<file path="config.mk">
export PLATFORM = sky130hd
export DESIGN_NAME = mem_arbiter
export DESIGN_NICKNAME = d
export VERILOG_FILES = /design/src/rtl/mem_arbiter.sv
export SDC_FILE = /design/constraint.sdc
export NUM_CORES = 1
export LEC_CHECK = 0
export CORE_UTILIZATION = 39
export CTS_CLUSTER_SIZE = 24
export DETAILED_ROUTE_END_ITERATION = 6
export GPL_ROUTABILITY_DRIVEN = 0
export PLACE_DENSITY = 0.76
export SLEW_MARGIN = 20
export SYNTH_ARGS = -nofsm -noshare
export SYNTH_HDL_FRONTEND = slang
export SYNTH_SLANG_ARGS = --single-unit
</file>
<file path="constraint.sdc">
create_clock -name clk -period 1.62 [get_ports clk]
set_input_delay 0.405 -clock clk [delete_from_list [all_inputs] [get_ports clk]]
set_output_delay 0.405 -clock clk [all_outputs]
set_load 0.01 [all_outputs]
</file>
<file path="src/rtl/mem_arbiter.sv">
// Two-requester round-robin arbiter sharing one single-port memory.
// One transaction at a time: IDLE -> ISSUE -> WAIT -> RESP, with a WAIT watchdog.
module mem_arbiter #(
  parameter int WIDTH      = 8,
  parameter int DEPTH      = 32,
  parameter int ADDR_WIDTH = $clog2(DEPTH),
  parameter int TIMEOUT    = 15
) (
  input  logic                  clk,
  input  logic                  res,
  input  logic                  r0_valid,
  input  logic                  r0_wr_rd,
  input  logic [ADDR_WIDTH-1:0] r0_addr,
  input  logic [WIDTH-1:0]      r0_wdata,
  output logic                  r0_ready,
  output logic [WIDTH-1:0]      r0_rdata,
  output logic                  r0_err,
  input  logic                  r1_valid,
  input  logic                  r1_wr_rd,
  input  logic [ADDR_WIDTH-1:0] r1_addr,
  input  logic [WIDTH-1:0]      r1_wdata,
  output logic                  r1_ready,
  output logic [WIDTH-1:0]      r1_rdata,
  output logic                  r1_err,
  output logic                  m_valid,
  output logic                  m_wr_rd,
  output logic [ADDR_WIDTH-1:0] m_addr,
  output logic [WIDTH-1:0]      m_wdata,
  input  logic [WIDTH-1:0]      m_rdata,
  input  logic                  m_ready,
  output logic                  busy,
  output logic                  gnt_id
);

  typedef enum logic [1:0] {IDLE, ISSUE, WAIT, RESP} state_t;

  localparam int CNT_W = $clog2(TIMEOUT + 1);
  localparam logic [CNT_W-1:0] CNT_LAST = CNT_W'(TIMEOUT - 1);

  state_t                state_q, state_d;
  logic                  ptr_q, ptr_d;
  logic [CNT_W-1:0]      cnt_q, cnt_d;
  logic                  gnt_id_q, gnt_id_d;
  logic                  busy_q, busy_d;
  logic                  m_valid_q, m_valid_d;
  logic                  m_wr_rd_q, m_wr_rd_d;
  logic [ADDR_WIDTH-1:0] m_addr_q, m_addr_d;
  logic [WIDTH-1:0]      m_wdata_q, m_wdata_d;
  logic                  r0_ready_q, r0_ready_d;
  logic                  r1_ready_q, r1_ready_d;
  logic                  r0_err_q, r0_err_d;
  logic                  r1_err_q, r1_err_d;
  logic [WIDTH-1:0]      r0_rdata_q, r0_rdata_d;
  logic [WIDTH-1:0]      r1_rdata_q, r1_rdata_d;

  logic                  grant;
  logic                  resp_go;
  logic                  resp_err;
  logic [WIDTH-1:0]      resp_data;

  always_comb begin
    state_d    = state_q;
    ptr_d      = ptr_q;
    cnt_d      = cnt_q;
    gnt_id_d   = gnt_id_q;
    busy_d     = busy_q;
    m_valid_d  = 1'b0;
    m_wr_rd_d  = m_wr_rd_q;
    m_addr_d   = m_addr_q;
    m_wdata_d  = m_wdata_q;
    r0_ready_d = 1'b0;
    r1_ready_d = 1'b0;
    r0_err_d   = 1'b0;
    r1_err_d   = 1'b0;
    r0_rdata_d = r0_rdata_q;
    r1_rdata_d = r1_rdata_q;
    grant      = 1'b0;
    resp_go    = 1'b0;
    resp_err   = 1'b0;
    resp_data  = '0;

    unique case (state_q)
      IDLE: begin
        if (r0_valid || r1_valid) begin
          // With both pending the pointer decides; otherwise the lone requester wins.
          grant     = (r0_valid && r1_valid) ? ptr_q : r1_valid;
          gnt_id_d  = grant;
          m_wr_rd_d = grant ? r1_wr_rd : r0_wr_rd;
          m_addr_d  = grant ? r1_addr  : r0_addr;
          m_wdata_d = grant ? r1_wdata : r0_wdata;
          m_valid_d = 1'b1;
          busy_d    = 1'b1;
          cnt_d     = '0;
          state_d   = ISSUE;
        end
      end
      ISSUE: begin
        state_d = WAIT;
      end
      WAIT: begin
        if (m_ready) begin
          resp_go   = 1'b1;
          resp_data = m_wr_rd_q ? '0 : m_rdata;
        end else if (cnt_q == CNT_LAST) begin
          resp_go  = 1'b1;
          resp_err = 1'b1;
        end else begin
          cnt_d = cnt_q + 1'b1;
        end
        if (resp_go) begin
          state_d = RESP;
          if (gnt_id_q) begin
            r1_ready_d = 1'b1;
            r1_rdata_d = resp_data;
            r1_err_d   = resp_err;
          end else begin
            r0_ready_d = 1'b1;
            r0_rdata_d = resp_data;
            r0_err_d   = resp_err;
          end
        end
      end
      RESP: begin
        // Hand priority to whoever did not just get served.
        ptr_d   = ~gnt_id_q;
        cnt_d   = '0;
        busy_d  = 1'b0;
        state_d = IDLE;
      end
      default: begin
        state_d = IDLE;
      end
    endcase
  end

  always_ff @(posedge clk) begin
    if (res) begin
      state_q    <= IDLE;
      ptr_q      <= 1'b0;
      cnt_q      <= '0;
      gnt_id_q   <= 1'b0;
      busy_q     <= 1'b0;
      m_valid_q  <= 1'b0;
      m_wr_rd_q  <= 1'b0;
      m_addr_q   <= '0;
      m_wdata_q  <= '0;
      r0_ready_q <= 1'b0;
      r1_ready_q <= 1'b0;
      r0_err_q   <= 1'b0;
      r1_err_q   <= 1'b0;
      r0_rdata_q <= '0;
      r1_rdata_q <= '0;
    end else begin
      state_q    <= state_d;
      ptr_q      <= ptr_d;
      cnt_q      <= cnt_d;
      gnt_id_q   <= gnt_id_d;
      busy_q     <= busy_d;
      m_valid_q  <= m_valid_d;
      m_wr_rd_q  <= m_wr_rd_d;
      m_addr_q   <= m_addr_d;
      m_wdata_q  <= m_wdata_d;
      r0_ready_q <= r0_ready_d;
      r1_ready_q <= r1_ready_d;
      r0_err_q   <= r0_err_d;
      r1_err_q   <= r1_err_d;
      r0_rdata_q <= r0_rdata_d;
      r1_rdata_q <= r1_rdata_d;
    end
  end

  assign m_valid  = m_valid_q;
  assign m_wr_rd  = m_wr_rd_q;
  assign m_addr   = m_addr_q;
  assign m_wdata  = m_wdata_q;
  assign r0_ready = r0_ready_q;
  assign r0_rdata = r0_rdata_q;
  assign r0_err   = r0_err_q;
  assign r1_ready = r1_ready_q;
  assign r1_rdata = r1_rdata_q;
  assign r1_err   = r1_err_q;
  assign busy     = busy_q;
  assign gnt_id   = gnt_id_q;

endmodule
</file>
Word level (Yosys, flattened, before mapping)
Cells that the tools add are included.

cells by class
  $add $sub $neg = 1
  $mul = 0
  divide/modulo/power cells = 0
  $lt $le $gt $ge = 0
  eq/ne operators = 8
  shifts and indexed selects = 0
  muxes and demuxes = 22
  bitwise logic cells = 4
  reduce and logical (&&, ||, !) cells = 15

operators by type and width
  kind                                           number
  2-to-1 mux 8 bit                               3
  2-to-1 mux 4 bit                               3
  one-hot mux 4 bit (3 select lines)             1
  2-to-1 mux 1 bit                               10
  inequality test 2 bit, second input constant   4
  one-hot mux 2 bit (4 select lines)             1
  OR reduction 4 bit                             2
  AND reduction 2 bit                            3
  AND reduction 3 bit                            2
  2-to-1 mux 5 bit                               1
  adder 4 x 1 -> 4 bit, second input constant    1
  == test 2 bit, second input constant           2
  == test 4 bit, second input constant           1
  2-to-1 mux 2 bit                               2
  inverter 1 bit                                 4
  AND reduction 4 bit                            1
  nonzero test 3 bit                             1
  OR reduction 3 bit                             1
  == test 2 x 1 -> 1 bit, second input constant  1
  zero test 2 bit                                1
  one-hot mux 1 bit (2 select lines)             1
  nonzero test 2 bit                             1
  OR reduction 2 bit                             1
  logical AND 1 bit                              1
  logical OR 1 bit                               1

word-level totals
  flip-flop bits (word level) = 44
  bits in latches = 0
  memory bits (writable) = 0
  ROM bits = 0
  output and inout bits = 37
  memories = 0

Longest topological paths before layout
Gate-level depths: netlist of the first run.

  depth in word-level cells = 6
  depth in mapped cells = 8
  mapped depth without buffers = 6

Worst setup path before layout of the first run
OpenSTA, ideal clock, no wires.

  path kind = flip-flop to flip-flop
  from = register cnt_q[0]
  to = register r0_rdata_q[6], in the netlist r0_rdata[6]
  library setup time = 0.121 ns
  arrival = 1.491 ns
  required time = 1.499 ns
  setup slack = 0.008 ns
  cell stages (with the launch flop) = 9
  period minus slack after synthesis = 1.612 ns
  cell sequence = dfxtp_1 > inv_1 > ha_1 > a31o_2 > and3_1 > buf_4 > buf_6 > nand3_1 > o21ai_0

on the way
  cells in the longest elaborated chain, start to end = 5

RTL lines
  what                                  line  source
  from (decl)                           42    logic [CNT_W-1:0] cnt_q, cnt_d;
  from (signal assigned)                156   cnt_q <= cnt_d;
  == test 4 bit                         104   end else if (cnt_q == CNT_LAST) begin
  2-to-1 mux 1 bit                      104
  2-to-1 mux 1 bit                      101   if (m_ready) begin
  2-to-1 mux 1 bit                      82    unique case (state_q)
  AND reduction 3 bit (no source line)  --
  to (signal assigned)                  167   r0_rdata_q <= r0_rdata_d;
  to (decl)                             53    logic [WIDTH-1:0] r0_rdata_q, r0_rdata_d;

Every way passes these cells. The select of a mux whose other input is x is not followed.
A chain may end at the register's enable or synchronous reset.

Final worst setup path of the first run
  from = register r0_rdata_q[6], in the netlist r0_rdata[6]
  to = output port r0_rdata[6]

RTL lines
  what       line  source
  to (decl)  16    output logic [WIDTH-1:0] r0_rdata,

No word-level cell between the ends.

==> results of run 1 <==
through the flow:
stage,util,setup TNS (ps),worst slack [ps],instances
floorplan,-,0,7.89,210
global placement,0.611,-6810,-214,358
detailed placement,0.611,-7590,-264,358
CTS,0.635,0,0.127,366
global route,0.649,0,1.73,366
finish,0.649,0,29.5,366
layer usage:
metal,track usage,share of wire
met5,0,0
met3,0.0677,0.074
met2,0.287,0.45
met1,0.240,0.47
met4,0.0458,0.0096
repair_timing:
action,CTS,global route
setup buffers,0,0
gates resized for setup,2,27
hold buffers,0,0
setup endpoints to repair,2,28
cells by family (layout without fill, tap and decap cells):
logic type                 count (synthesis)  after routing
AOI/OAI and AO/OA                         49             49
adders and majority gates                  5              5
buffers and inverters                     19            108
DFF                                       44             44
muxes                                     16             16
and+or+nand+nor                           77             77
state kept, by name, summed over array words and instances (netlist names):
signal,flops
r0_rdata,8
m_wdata,8
gnt_id,1
r0_err,1
r1_err,1
state_q,2
r1_rdata,8
ptr_q,1
cnt_q,4
m_valid,1
busy,1
r1_ready,1
r0_ready,1
m_addr,5
m_wr_rd,1
power by group through the flow:
stage          clock network [mW]  registers (mW)  logic (mW)
2_1_floorplan                   0            1.50       0.783
3_3_place_gp                    0            1.42        1.54
3_5_place_dp                    0            1.43        1.57
4_1_cts                     0.878            1.41        1.57
5_1_grt                     0.911            1.44        1.72
6_report                    0.864            1.41        1.55
cell type report:
class | instances | area [µm²]
Clock buffer | 5 | 68.8
Clock inverter | 3 | 47.5
Fill cell | 393 | 1680
Inverter | 5 | 18.8
Multi-Input combinational cell | 147 | 980
Sequential cell | 44 | 885
Tap cell | 67 | 83.8
Timing Repair Buffer | 95 | 1020
synthesized netlist by cell type, drive strengths merged, types with 2 or more instances:
master and number:
nand3 10, mux2i 16, a211oi 15, or4b 2, nand2 12, nor3 2, dfxtp 44, nor2b 3
inv 5, ha 5, nor2 25, o21ai 22, a21oi 5, o211ai 2, buf 8, nand3b 8
and3 2, nand2b 8, clkbuf 6, a31oi 4, nor3b 2
worst paths after layout:
kind	end	cells past startpoint
max	r0_rdata[6]	1
min	r1_err	2
max reg2reg	cnt_q[2]	6
min reg2reg	r0_rdata[7]	2
cell usage in the layout (no fill, tap or decap), types with 2 or more instances in the layout:
cell and n:
or4b_1 2, dlymetal6s2s_1 22, nand2b_1 8, buf_4 13, nor2b_1 2, a211oi_1 14, a21oi_1 5, mux2i_1 16
dfxtp_2 3, inv_1 5, buf_12 5, o21ai_0 14, clkinv_4 2, a31oi_1 3, ha_1 4, nand2_1 11
dfxtp_1 41, nor3_1 2, nand3b_1 8, dlygate4sd2_1 2, clkbuf_8 5, clkdlybuf4s50_1 53, o21ai_1 7, nand3_1 9
nor2_1 25, o211ai_1 2
==> flow_summary.ini, run 1 <==
[routing]
vias_per_cell = 4.83
vias = 1767
wl_per_cell_um = 12.5
drt_iter0_markers = 68
drtAntennaViolNets = 0
drt-total-wl_um = 4580
drtPass1Iterations = 4
drc = 0

[power_and_ir_drop]
power.density_mw_per_mm2 = 1230
total_power_mw = 3.83
clkPwrFrac = 0.226
combPwrFrac = 0.406
peakVddDrop_mv = 0.759
swShare = 0.330
pwr-share-seq = 0.368
p_sw_mw = 1.26
leakagePower_nw = 1.53
intPower_mw = 2.56

[yosys]
synth_cells = 210
synth_area_leaders = dfxtp_1 45%, mux2i_1 8.2%, a211oi_1 5.4%, nor2_1 4.8%, o21ai_0 3.6%
synth_compound_area_frac = 0.168
syn-cell-area_mm2 = 0.00195
synth_top_area_share = 0.451
async_flop_share = 0
synth.distinct_cells = 35
ys_seq_area_frac = 0.451
yosysTopAreaCell = dfxtp_1
yosys.area_share.simple = 0.214
synth.mux.area_fraction = 0.0819
synthXorXnorAreaFrac = 0
synth.net_count = 256
synth_warnings = 0
synth_top_family_by_area = simple AND/OR/NAND/NOR gates
synth.avg_cell_area_um2 = 9.31
synth_edf_count = 0
ys_seq_elements = 44
synth_ff_type = dfxtp_1
synthAdderAreaFrac = 0.0320

[placement]
hpwl_um = 3350
port-buffer-count = 77
dpl_cell_area_mm2 = 0.00292

[final_layout]
area_growth_pct = 58.8
finalNetCount = 344
diodes = 0
final_area_mm2 = 0.00310
drive_above_1_share = 0.134

[setup_path]
crit_buf_inv = 1
crit_slowest_cell = clkdlybuf4s50_1
cp_top_family = buffers and inverters
cp-end-kind = output pin
cp_cell_sequence = clkdlybuf4s50_1
required_ps = 1210
cp-start-kind = flop
critPathMaxFanout = 2
cp_data_arrival_time_ps = 1190
crit_type = reg2out
r2r_start = cnt_q[0]
r2r_setup_slack_ps = 90
crit_path_start = r0_rdata[6]
cp_slowest_stage_delay_ps = 540

[die]
die_w_um = 72.8
dieHeight_um = 72.8
ios = 78
die-area_mm2 = 0.00530
rows = 25
initial_core_util = 0.408
core_area_mm2 = 0.00479

[clocking]
cts_buffer_depth = 2
cts_tree = yes
cts_buffers = 5
h-tree-depth = 2
clk_pin_slew_ps = 100
clkLatencyLatePin_ps = 300
cts-root-buf = clkbuf_8
clock-sinks = 44

[sta]
hold_slack_ps = 457
fin_crit_sh = 0.982
setup-violations-final = 0
fmax_ghz = 0.629
hold_violations = 0
clock-skew-final_ps = 13.9
fin_crit_ps = 1590
rsz0062_at_grt = no
slew_headroom = 0.762
worstMarginPinSlew_ps = 357
slew_viol_final = 0

[grt]
grt-ovfl-total = 0
antenna_found_initial = 0
grt_max_degree = 29
grt_pass1_vias = 1689
groute.usage.overall = 0.183
grt_pass1_wl_um = 7530

[job]
drv_cap = 0

[outcome]
status = completed

[worst_hold_path]
hp-class = in2reg
min_from = m_ready
Power figures use the tool's default switching activity.
==> run 2, diff against run 1 <==
--- a/config.mk
+++ b/config.mk
@@ -9,6 +9,7 @@
 export CTS_CLUSTER_SIZE = 24
 export DETAILED_ROUTE_END_ITERATION = 6
 export GPL_ROUTABILITY_DRIVEN = 0
+export HOLD_SLACK_MARGIN = 0.05
 export PLACE_DENSITY = 0.76
 export SLEW_MARGIN = 20
 export SYNTH_ARGS = -nofsm -noshare
==> results of run 2 <==
Final layout, timing and power as in run 1 (identical DEF).
